`src/rtl/uarch_pkg.sv`:
```
// Shared microarchitecture types for the writeback / common data bus path.
package uarch_pkg;

    localparam int TAG_WIDTH  = 6;
    localparam int DATA_WIDTH = 32;
    localparam int CDB_PORTS  = 2;

    typedef struct packed {
        logic [TAG_WIDTH-1:0]  tag;
        logic [DATA_WIDTH-1:0] data;
    } writeback_packet_t;

endpackage

```
`src/rtl/rr_pick2.sv`:
```
// Rotating two-pick priority encoder: first and second requesters at or after ptr_i,
// plus the pointer just past the last one picked.
module rr_pick2 #(
    parameter int NUM_REQ = 4,
    parameter int PTR_W   = $clog2(NUM_REQ)
) (
    input  logic [NUM_REQ-1:0] req_i,
    input  logic [PTR_W-1:0]   ptr_i,
    output logic [NUM_REQ-1:0] gnt0_o,
    output logic [NUM_REQ-1:0] gnt1_o,
    output logic               any_o,
    output logic [PTR_W-1:0]   next_ptr_o
);

    int   idx;
    int   last_idx;
    int   nxt;
    logic found0;
    logic found1;

    always_comb begin
        gnt0_o   = '0;
        gnt1_o   = '0;
        found0   = 1'b0;
        found1   = 1'b0;
        idx      = 0;
        last_idx = int'(ptr_i);
        for (int k = 0; k < NUM_REQ; k++) begin
            idx = int'(ptr_i) + k;
            if (idx >= NUM_REQ) idx = idx - NUM_REQ;
            if (req_i[idx]) begin
                if (!found0) begin
                    gnt0_o[idx] = 1'b1;
                    found0      = 1'b1;
                    last_idx    = idx;
                end else if (!found1) begin
                    gnt1_o[idx] = 1'b1;
                    found1      = 1'b1;
                    last_idx    = idx;
                end
            end
        end
        nxt = last_idx + 1;
        if (nxt >= NUM_REQ) nxt = 0;
        any_o      = found0;
        next_ptr_o = PTR_W'(nxt);
    end

endmodule

```
`src/rtl/cdb_arbiter.sv`:
```
// Two-port common data bus arbiter: round-robin picks up to two writeback requesters
// per cycle and broadcasts their packets one cycle later.
module cdb_arbiter
    import uarch_pkg::*;
#(
    parameter int NUM_REQ = 4
) (
    input  logic                                clk,
    input  logic                                rst,
    input  logic                                flush,
    input  logic [NUM_REQ-1:0]                  fu_val,
    input  writeback_packet_t [NUM_REQ-1:0]     fu_pkt,
    output logic [NUM_REQ-1:0]                  fu_rdy,
    output writeback_packet_t                   cdb_port0,
    output writeback_packet_t                   cdb_port1,
    output logic                                cdb_port0_val,
    output logic                                cdb_port1_val
);

    localparam int PTR_W = $clog2(NUM_REQ);

    logic [PTR_W-1:0]                  rr_ptr_q, rr_ptr_d;
    writeback_packet_t [CDB_PORTS-1:0] pkt_q, pkt_d;
    logic [CDB_PORTS-1:0]              val_q, val_d;

    logic [NUM_REQ-1:0] gnt0, gnt1;
    logic               any_gnt;
    logic [PTR_W-1:0]   next_ptr;

    rr_pick2 #(.NUM_REQ(NUM_REQ), .PTR_W(PTR_W)) u_pick (
        .req_i      (fu_val),
        .ptr_i      (rr_ptr_q),
        .gnt0_o     (gnt0),
        .gnt1_o     (gnt1),
        .any_o      (any_gnt),
        .next_ptr_o (next_ptr)
    );

    // rst gates fu_rdy so no requester sees an accept while the bus is held in reset.
    assign fu_rdy = (gnt0 | gnt1) & {NUM_REQ{~flush & rst}};

    always_comb begin
        pkt_d    = pkt_q;
        val_d[0] = (|gnt0) & ~flush;
        val_d[1] = (|gnt1) & ~flush;
        for (int i = 0; i < NUM_REQ; i++) begin
            if (gnt0[i] && !flush) pkt_d[0] = fu_pkt[i];
            if (gnt1[i] && !flush) pkt_d[1] = fu_pkt[i];
        end
        rr_ptr_d = (any_gnt && !flush) ? next_ptr : rr_ptr_q;
    end

    always_ff @(posedge clk or negedge rst) begin
        if (!rst) begin
            rr_ptr_q <= '0;
            pkt_q    <= '0;
            val_q    <= '0;
        end else begin
            rr_ptr_q <= rr_ptr_d;
            pkt_q    <= pkt_d;
            val_q    <= val_d;
        end
    end

    assign cdb_port0     = pkt_q[0];
    assign cdb_port1     = pkt_q[1];
    assign cdb_port0_val = val_q[0];
    assign cdb_port1_val = val_q[1];

endmodule

```
`config.mk`:
```
export PLATFORM = sky130hd
export DESIGN_NAME = cdb_arbiter
export DESIGN_NICKNAME = d
export VERILOG_FILES = /design/src/rtl/uarch_pkg.sv /design/src/rtl/rr_pick2.sv /design/src/rtl/cdb_arbiter.sv
export SDC_FILE = /design/constraint.sdc
export NUM_CORES = 1
export LEC_CHECK = 0
export CORE_MARGIN = 2
export CORE_UTILIZATION = 49
export CTS_BUF_LIST = sky130_fd_sc_hd__clkbuf_8
export CTS_CLUSTER_DIAMETER = 150
export CTS_CLUSTER_SIZE = 10
export DETAILED_ROUTE_END_ITERATION = 7
export GPL_ROUTABILITY_DRIVEN = 1
export PLACE_DENSITY = 0.86
export SYNTH_ARGS = -nofsm -noshare
export SYNTH_HDL_FRONTEND = slang
export SYNTH_SLANG_ARGS = --single-unit
```
`constraint.sdc`:
```
create_clock -name clk -period 4.81 [get_ports clk]
set_clock_uncertainty 0.2 [all_clocks]
set_input_delay 0.962 -clock clk [delete_from_list [all_inputs] [get_ports clk]]
set_output_delay 0.962 -clock clk [all_outputs]
set_load 0.01 [all_outputs]
```
==> impl_metrics.yaml, run 1 <==
worst_setup_path:
  critPathMaxFanout: 10
  regToRegSetupSlack_ps: 550
  required_ps: 3650
  crit_path_start: "rr_ptr_q[1]"
  cp-start-kind: "flip-flop"
  reg2reg_from: "rr_ptr_q[1]"
  worstPathArrival_ps: 3450
  end_kind: "output port"
  path_class: "flip-flop to output port"
  cp-endpoint: "fu_rdy[0]"
  ff2ff_path_depth: 14
  timing.rr.end: "rr_ptr_q[0]"
pwr:
  p_leak_uw: 0.00429
  power.total_uw: 6860
  powerDensity_nw_per_um2: 669
  peakVddDrop_uv: 580
timing:
  worst_slew_pin_slew_ps: 919
  fin_crit_ps: 4620
  setup_violations: 0
  tns_ps: 0
  slew_viol_final: 0
  post-route-period-util_pct: 96.0
  clock.fmax_mhz: 217
  slew_headroom_pct: 38.8
  rsz0062_at_grt: "no"
  hold_viol: 0
clock_network:
  ctsHtreeMaxLevel: 3
  ctsLongestPathBuffers: 2
  clockRootBuffer: "clkbuf_8"
  clkSinkCount: 80
  cts_hold_buf: 0
  cts_tree: "built"
  cts_buffers: 9
  clkLatencyLatePin_ps: 390
  clkTransAtPathRegs_ps: 90
place:
  io_buffer_count: 240
  place_hpwl_microns: 18200
  gp_congestion: 0.882
synth:
  synth_mux_area_share_pct: 12.8
  synth_top_area_share_pct: 27.1
  syn_inst: 935
  ys_seq_area_share_pct: 27.1
  async_flop_share_pct: 100
  ys_ff_latch: 80
  yosysUniqueCellTypes: 55
  synth_area_leaders: "dfrtp_1 (27%), mux2i_1 (11%), a21oi_1 (5.9%)"
  synth_compound_area_share_pct: 27.0
  synth_top_cell_by_area: "dfrtp_1"
  synthXorXnorAreaFrac_pct: 0.475
  synth_top_family_by_area: "compound AO/OA/AOI/OAI gates"
  postSynthAreaPerCell_sq_um: 7.89
  yosys.area_share.adder_pct: 2.88
  synthSimpleGateAreaFrac_pct: 21.4
  ys_warn_count: 0
  syn-cell-area_sq_um: 7380
  synth_ff_type: "dfrtp_1"
  syn-num-nets: 1111
  synth_edf_count: 0
route:
  drcViolationCount: 0
  vias: 8532
  dr.pass1.iters: 6
  wl_microns: 28500
  drt_iter0_drc: 1061
  viasPerCell: 6.43
  routedWlPerCell_microns: 21.5
  postRouteAntennaNets: 0
global_route:
  grt_pass1_wl_microns: 44200
  grt_pass1_vias: 8408
  grt_max_degree: 78
  antenna_found_initial: 2
  grt_overflow: 0
  grtUsageTotal_pct: 34.4
outcome:
  status: "complete, no violations"
floorplan:
  initial_utilization_pct: 50.4
  die_h_microns: 127
  pin_count: 241
  die_width_microns: 127
  core-area_sq_um: 14600
  fp-row-count: 44
  die_area_sq_um: 16100
finish:
  flow.area_growth_from_synthesis_pct: 38.9
  utilization_pct: 70.0
  final_layout_size_suffix_gt1_share_pct: 8.33
  fin_nets: 1312
  final_common_cell: "clkdlybuf4s50_1"
  final_cell_mix: "clkdlybuf4s50_1 (234), nor2_1 (94), a21oi_1 (86), nand3_1 (80), mux2i_1 (80)"
job:
  maxCapViolations: 0
hold_path:
  min_path_type: "flip-flop to flip-flop"
power breakdown:
| part | switching [uW] | internal (uW) |
|---|---|---|
| clock | 298 | 203 |
| sequential | 199 | 1040 |
| combinational | 2860 | 2260 |
worst min path at each step:
stage	endpoint	depth (start not counted)	from
6_report	cdb_port1[25]	2	cdb_port1[25]
5_1_grt	cdb_port1[25]	2	cdb_port1[25]
4_1_cts	cdb_port1[8]	2	cdb_port1[8]
3_5_place_dp	cdb_port1[8]	2	cdb_port1[8]
3_3_place_gp	cdb_port1[26]	2	cdb_port1[26]
2_1_floorplan	cdb_port1[10]	2	cdb_port1[10]
state kept, by name (all words and copies together), names as in the netlist:
register	flops
cdb_port1	38
val_q	2
rr_ptr_q	2
cdb_port0	38
metrics by stage:
step	cells	setup slack (ps)	instance area, sq um	hold WS (ps)
CTS	1319	32.4	10200	286
global route	1326	52.2	10300	308
detailed placement	1303	-5.92	9990	265
global placement	1303	66.8	9990	258
finish	1327	193	10300	283
floorplan	935	425	7380	312
what timing repair did:
item                                    4_1_cts  5_1_grt
endpoints found under the hold margin         0        0
resized for setup                             1        5
pin swaps                                     0        0
buffers inserted                              0        5
endpoints found under the setup margin        1        4
cloned                                        0        1
Yosys cell counts (3+ instances only):
cell / count
nor2_1: 96
o21ai_2: 3
buf_2: 29
and2_1: 3
nand2_1: 51
mux2i_1: 80
o22a_1: 38
o32ai_1: 39
nor3_1: 40
o2bb2ai_1: 38
inv_1: 46
a22o_1: 3
nor2b_1: 41
o31ai_1: 38
mux4_2: 5
clkbuf_1: 55
nand3_1: 80
ha_1: 17
buf_1: 3
dfrtp_1: 80
buf_4: 9
o21ai_0: 8
a21oi_1: 87
mux2_2: 3
worst max-delay path: stages (launching register included):
cell             delay (ps)
dfrtp_2                 510
inv_1                   180
ha_2                    480
mux4_2                  410
xor2_1                  310
and2_1                  220
a22oi_1                 110
a31oi_1                 260
clkdlybuf4s50_1         580
final cells by class:
| class | count | area, sq um |
|---|---|---|
| clock inverter | 6 | 42.5 |
| timing repair buffer | 286 | 2790 |
| sequential | 80 | 2000 |
| fill | 1201 | 4390 |
| clock buffer | 10 | 138 |
| inverter | 46 | 173 |
| antenna | 2 | 5.00 |
| multi-input combinational | 713 | 4880 |
| tap | 184 | 230 |
metal layers:
metal | global-route usage (%) | wire, microns | up-vias
li1 | - | - | 3847
met1 | 43.2 | 11000 | 3960
met2 | 57.7 | 13400 | 636
met3 | 6.20 | 3140 | 89
met4 | 16.0 | 1010 | 0
met5 | 0 | 0 | -
logic make-up after synthesis:
family / count (synthesis)
AOI/OAI and AO/OA: 273
buffers and inverters: 143
DFF: 80
xor gates and xnor gates: 4
and+or+nand+nor: 330
muxes: 88
adders and majority gates: 17
Power figures use the tool's default switching activity.
==> run 2: changes to the inputs <==
- CELL_PAD_IN_SITES_DETAIL_PLACEMENT: not set -> 2
- CELL_PAD_IN_SITES_GLOBAL_PLACEMENT: not set -> 2
- CORE_UTILIZATION: 49 -> 27
==> run 2 against run 1 <==
Non-clock buffer count rose by 1. Power rose by 4.0%. Worst setup slack got worse by 26 ps. Wire length rose by 25%. Die area rose by 79%. Via count fell by 1.7%. Cell area rose by 2.5%. Combinational power rose by 4%. First-iteration DRC count fell by 55%. Largest power group unchanged. Global-route usage fell by 9.6 points. Sequential share of layout area fell by 0.50 points. Core utilization fell by 31 points. Largest cell class unchanged.
==> impl_metrics.yaml, run 2 (same netlist as run 1, synthesis figures left out) <==
worst_setup_path:
  ff2ff_path_depth: 11
  regToRegSetupSlack_ps: 740
  reg2reg_from: "rr_ptr_q[0]"
  worstPathArrival_ps: 3480
  required_ps: 3650
  cp-start-kind: "input port"
  critPathMaxFanout: 6
  end_kind: "output port"
  timing.rr.end: "cdb_port1[24]"
  path_class: "input port to output port"
place:
  preCtsSetupSlack_ps: -25.3
  place_hpwl_microns: 24000
  io_buffer_count: 240
  postPlaceCellArea_sq_um: 10300
  gp_congestion: 0.826
  dp.cells: 1463
floorplan:
  die_h_microns: 169
  fp-row-count: 60
  die_width_microns: 169
  initial_utilization_pct: 27.5
  core-area_sq_um: 26900
  die_area_sq_um: 28700
  pin_count: 241
pwr:
  p_int_uw: 3610
  p_leak_uw: 0.00434
  seqPwrFrac_pct: 17.6
  peakVddDrop_uv: 320
  power_frac_clock_pct: 7.8
  p_comb_share_pct: 74.6
  powerDensity_nw_per_um2: 678
  p_sw_share_pct: 49.4
  p_switching_uw: 3520
hold_path:
  min_path_cells: 2
  min_path_type: "flip-flop to flip-flop"
  hold_end: "cdb_port1[37]"
  hp-start: "cdb_port1[37]"
global_route:
  met2_usage_pct: 44.2
  grt_pass1_wl_microns: 55500
  grt_max_degree: 78
  use_met3_pct: 3.57
  top_usage_layer: "met2"
  grt_pass1_vias: 9483
  use_met1_pct: 30.8
  grt_overflow: 0
  antenna_found_initial: 4
  grtUsageTotal_pct: 24.8
clock_network:
  cts_hold_buf: 0
  clkLatencyLatePin_ps: 380
  cts_buffers: 9
  ctsLongestPathBuffers: 2
  clkTransAtPathRegs_ps: 90
  clkSinkCount: 80
  clockRootBuffer: "clkbuf_8"
  ctsHtreeMaxLevel: 3
  cts_tree: "built"
timing:
  worst_slew_pin_slew_ps: 1060
  hold_viol: 0
  setup_violations: 0
  slew_viol_final: 0
  post-route-period-util_pct: 96.5
  setup_ws_ps: 167
  slew_headroom_pct: 29.2
  clock.fmax_mhz: 215
  fin_crit_ps: 4640
finish:
  flow.area_growth_from_synthesis_pct: 42.5
  final_area_sq_um: 10500
  final_cell_mix: "clkdlybuf4s50_1 (234), nor2_1 (94), a21oi_1 (85)"
  fin_nets: 1312
  layout.cells.non_filler: 1485
  nFillCells: 3044
  final_common_cell: "clkdlybuf4s50_1"
  multi_input_area_sq_um: 4870
  ff_latch_area_sq_um: 2000
  final_layout_size_suffix_gt1_share_pct: 8.50
job:
  maxCapViolations: 0
route:
  routedWlPerCell_microns: 24.1
  wl_microns: 35800
  viasPerCell: 5.65
  vias: 8385
  drcViolationCount: 0
  postRouteAntennaNets: 0
  drt_iter0_drc: 477
  dr.pass1.iters: 4
outcome:
  status: "complete, no violations"
run 2: what timing repair did:
action	in CTS	in global routing
setup buffers	3	0
gates resized for setup	0	8
endpoints found under the setup margin	2	4
run 2: how the worst max path moves through the flow:
stage | slack (ps) | start | to
after floorplan | 430 | rr_ptr_q[0] | fu_rdy[3]
after global placement | 70 | fu_val[2] | fu_rdy[3]
after detailed placement | -30 | fu_val[2] | fu_rdy[3]
after CTS | 2 | fu_val[2] | fu_rdy[3]
after global routing | -0.7 | fu_val[3] | fu_rdy[0]
final | 170 | fu_val[3] | fu_rdy[0]
run 2: power groups by stage:
stage / clock network [uW] / logic [uW] / registers (uW)
6_report: 560 / 5320 / 1250
5_1_grt: 602 / 5810 / 1290
4_1_cts: 590 / 5350 / 1260
3_5_place_dp: 0 / 5310 / 1270
3_3_place_gp: 0 / 5120 / 1250
2_1_floorplan: 0 / 2990 / 1380
run 2: per-layer routing:
layer,up-vias,routed length (microns)
li1,3826,-
met1,4289,15600
met2,214,17900
met3,52,1350
met4,4,881
met5,-,27
run 2: area by class of cell:
cell class | instances | area share (%)
antenna | 3 | 0.0714
clock buffer | 10 | 1.31
clock inverter | 6 | 0.631
inverter | 46 | 1.64
multi-input combinational | 712 | 46.3
sequential | 80 | 19.0
tap | 341 | 4.06
timing repair buffer | 287 | 26.9
run 2: critical path: stages:
cell             delay (ps)
clkdlybuf4s50_1         490
mux4_2                  600
buf_4                   190
nor2_2                  120
mux2i_1                 110
nor2b_1                 130
a22oi_1                  80
a31oi_1                 230
clkdlybuf4s50_1         570
run 2: through the flow:
stage          util, %  setup TNS [ps]  hold slack, ps  total power [uW]
3_3_place_gp      38.2               0             259              6370
3_5_place_dp      38.2           -32.2             274              6580
4_1_cts           39.0               0             297              7200
2_1_floorplan        -               0             312              4370
5_1_grt           39.1          -0.708             311              7700
6_report          39.1               0             289              7130
==> run 3: changes to the inputs <==
- CORE_UTILIZATION: 27 -> 24
- PLACE_DENSITY: 0.86 -> 0.81
- SLEW_MARGIN: not set -> 20
- clock period: 4.81 -> 4.2 ns (I/O delays scaled with it)
==> run 3 against run 2 <==
Worst hold slack improved by 2.4 ps. Power increased by 22%. Flip-flop and latch count unchanged. Cell count increased by 6.3%. Sequential share of layout area decreased by 0.85 points. Combinational power increased by 23%. Sequential power increased by 14%. Clock power increased by 31%. Critical path depth unchanged. Critical path type is now flip-flop to output port.
==> impl_metrics.yaml, run 3 (same netlist as run 1, synthesis figures left out) <==
pwr:
  p_leak_uw: 0.00459
  p_comb_share_pct: 75.2
  p_switching_uw: 4210
  power.total_uw: 8730
  p_int_uw: 4530
  seqPwrFrac_pct: 16.4
  peakVddDrop_uv: 972
  power_frac_clock_pct: 8.4
  p_sw_share_pct: 48.2
  powerDensity_nw_per_um2: 793
floorplan:
  core-area_sq_um: 30400
  fp-row-count: 64
  die_area_sq_um: 32200
  pin_count: 241
  die_width_microns: 179
  initial_utilization_pct: 24.3
  die_h_microns: 179
timing:
  worst_slew_pin_slew_ps: 904
  slew_headroom_pct: 39.8
  rsz0062_at_grt: "no"
  holdWs_ps: 291
  slew_viol_final: 0
  setup_violations: 0
  fin_crit_ps: 3990
  hold_viol: 0
  clock.fmax_mhz: 251
  tns_ps: 0
  post-route-period-util_pct: 95.0
worst_setup_path:
  worstPathArrival_ps: 2950
  crit_slowest_cell: "mux4_2"
  cp-start-kind: "flip-flop"
  required_ps: 3160
  critPathMostFrequentCell: "buf_4"
  ff2ff_path_depth: 14
  end_kind: "output port"
  path_class: "flip-flop to output port"
  critPathMaxFanout: 16
  cp_cell_sequence: "buf_4 > mux4_2 > xor2_2 > mux2i_1 > buf_4 > o21ai_4 > nor3_2 > nor2_1 > dlygate4sd2_1"
  critPathMaxStageDelay_ps: 660
clock_network:
  clkTransAtPathRegs_ps: 90
  clkLatencyLatePin_ps: 360
  ctsLongestPathBuffers: 2
  cts_tree: "built"
  clockRootBuffer: "clkbuf_8"
  ctsHtreeMaxLevel: 3
  cts_buffers: 9
  clkSinkCount: 80
  cts_hold_buf: 0
global_route:
  grt_overflow: 0
  grtUsageTotal_pct: 22.6
  grt_pass1_wl_microns: 55900
  met2_usage_pct: 37.8
  grt_max_degree: 78
  use_met1_pct: 30.4
  antenna_found_initial: 1
  grt_pass1_vias: 9579
  use_met3_pct: 2.70
  top_usage_layer: "met2"
place:
  postPlaceCellArea_sq_um: 10700
  place_hpwl_microns: 25700
  io_buffer_count: 240
  dp.cells: 1560
  gp_congestion: 0.869
route:
  drt_iter0_drc: 493
  drcViolationCount: 0
  vias: 8625
  postRouteAntennaNets: 0
  routedWlPerCell_microns: 23.4
  viasPerCell: 5.46
  wl_microns: 37000
  dr.pass1.iters: 5
finish:
  final_cell_mix: "clkdlybuf4s50_1 (230), nor2_1 (94), a21oi_1 (86)"
  layout.cells.non_filler: 1579
  final_area_sq_um: 11000
  flow.area_growth_from_synthesis_pct: 49.2
  fin_nets: 1353
  final_common_cell: "clkdlybuf4s50_1"
  final_layout_size_suffix_gt1_share_pct: 11.5
  nFillCells: 3453
hold_path:
  min_path_cells: 2
  min_path_type: "flip-flop to flip-flop"
outcome:
  status: "complete, no violations"
job:
  maxCapViolations: 0
## run 3: power groups by stage
stage          Sequential, uW  Clock (uW)  Combinational, uW
5_1_grt                  1470         782               7110
3_3_place_gp             1430           0               6320
6_report                 1430         732               6570
3_5_place_dp             1440           0               6550
4_1_cts                  1430         756               6580
2_1_floorplan            1580           0               3430
## run 3: per-layer routing
layer  routed length [microns]  share of wire, %  up-vias
met5                         0                 0        -
met4                       981               2.7        0
met3                      1650               4.5       46
met2                     17600                48      265
met1                     16700                45     4401
li1                          -                 -     3913
## run 3: worst paths after layout
check	endpoint	from	slack, ps
setup / recovery	fu_rdy[1]	rr_ptr_q[0]	210
hold / removal	cdb_port1[20]	cdb_port1[20]	290
setup reg to reg	rr_ptr_q[0]	rr_ptr_q[0]	290
hold reg to reg	cdb_port1[20]	cdb_port1[20]	290
max in group asynchronous	cdb_port0[22]	rst	2340
min in group asynchronous	cdb_port0[10]	rst	380
## run 3: layout make-up
cell class | instances | area [sq um] | area share (%)
diodes | 1 | 2.50 | 0.0227
clock inverters | 7 | 111 | 1.01
clock buffers | 9 | 124 | 1.13
well taps | 396 | 495 | 4.50
repair buffers | 328 | 3230 | 29.3
flip-flops and latches | 80 | 2000 | 18.2
inverters | 46 | 173 | 1.57
multi-input cells | 712 | 4870 | 44.3
## run 3: per-stage QoR
stage               setup WS [ps]  utilization, %
finish                        209            36.2
global route                 75.6            36.2
CTS                          11.7            36.1
detailed placement           -389            35.3
global placement             -222            35.3
floorplan                    18.0               -
## run 3: repair_timing
action / 4_1_cts / 5_1_grt
endpoints found under the setup margin: 4 / 6
buffers inserted: 1 / 1
gates resized for setup: 8 / 6
pin swaps: 2 / 2
## run 3: worst max-delay path: cells and delay by family (launching register included)
kind | cells | cell delay, ps
XOR/XNOR | 1 | 220
AND/OR/NAND/NOR | 2 | 280
flip-flops | 1 | 390
AO/OA/AOI/OAI | 1 | 70
buffers and inverters | 3 | 740
multiplexers | 2 | 890
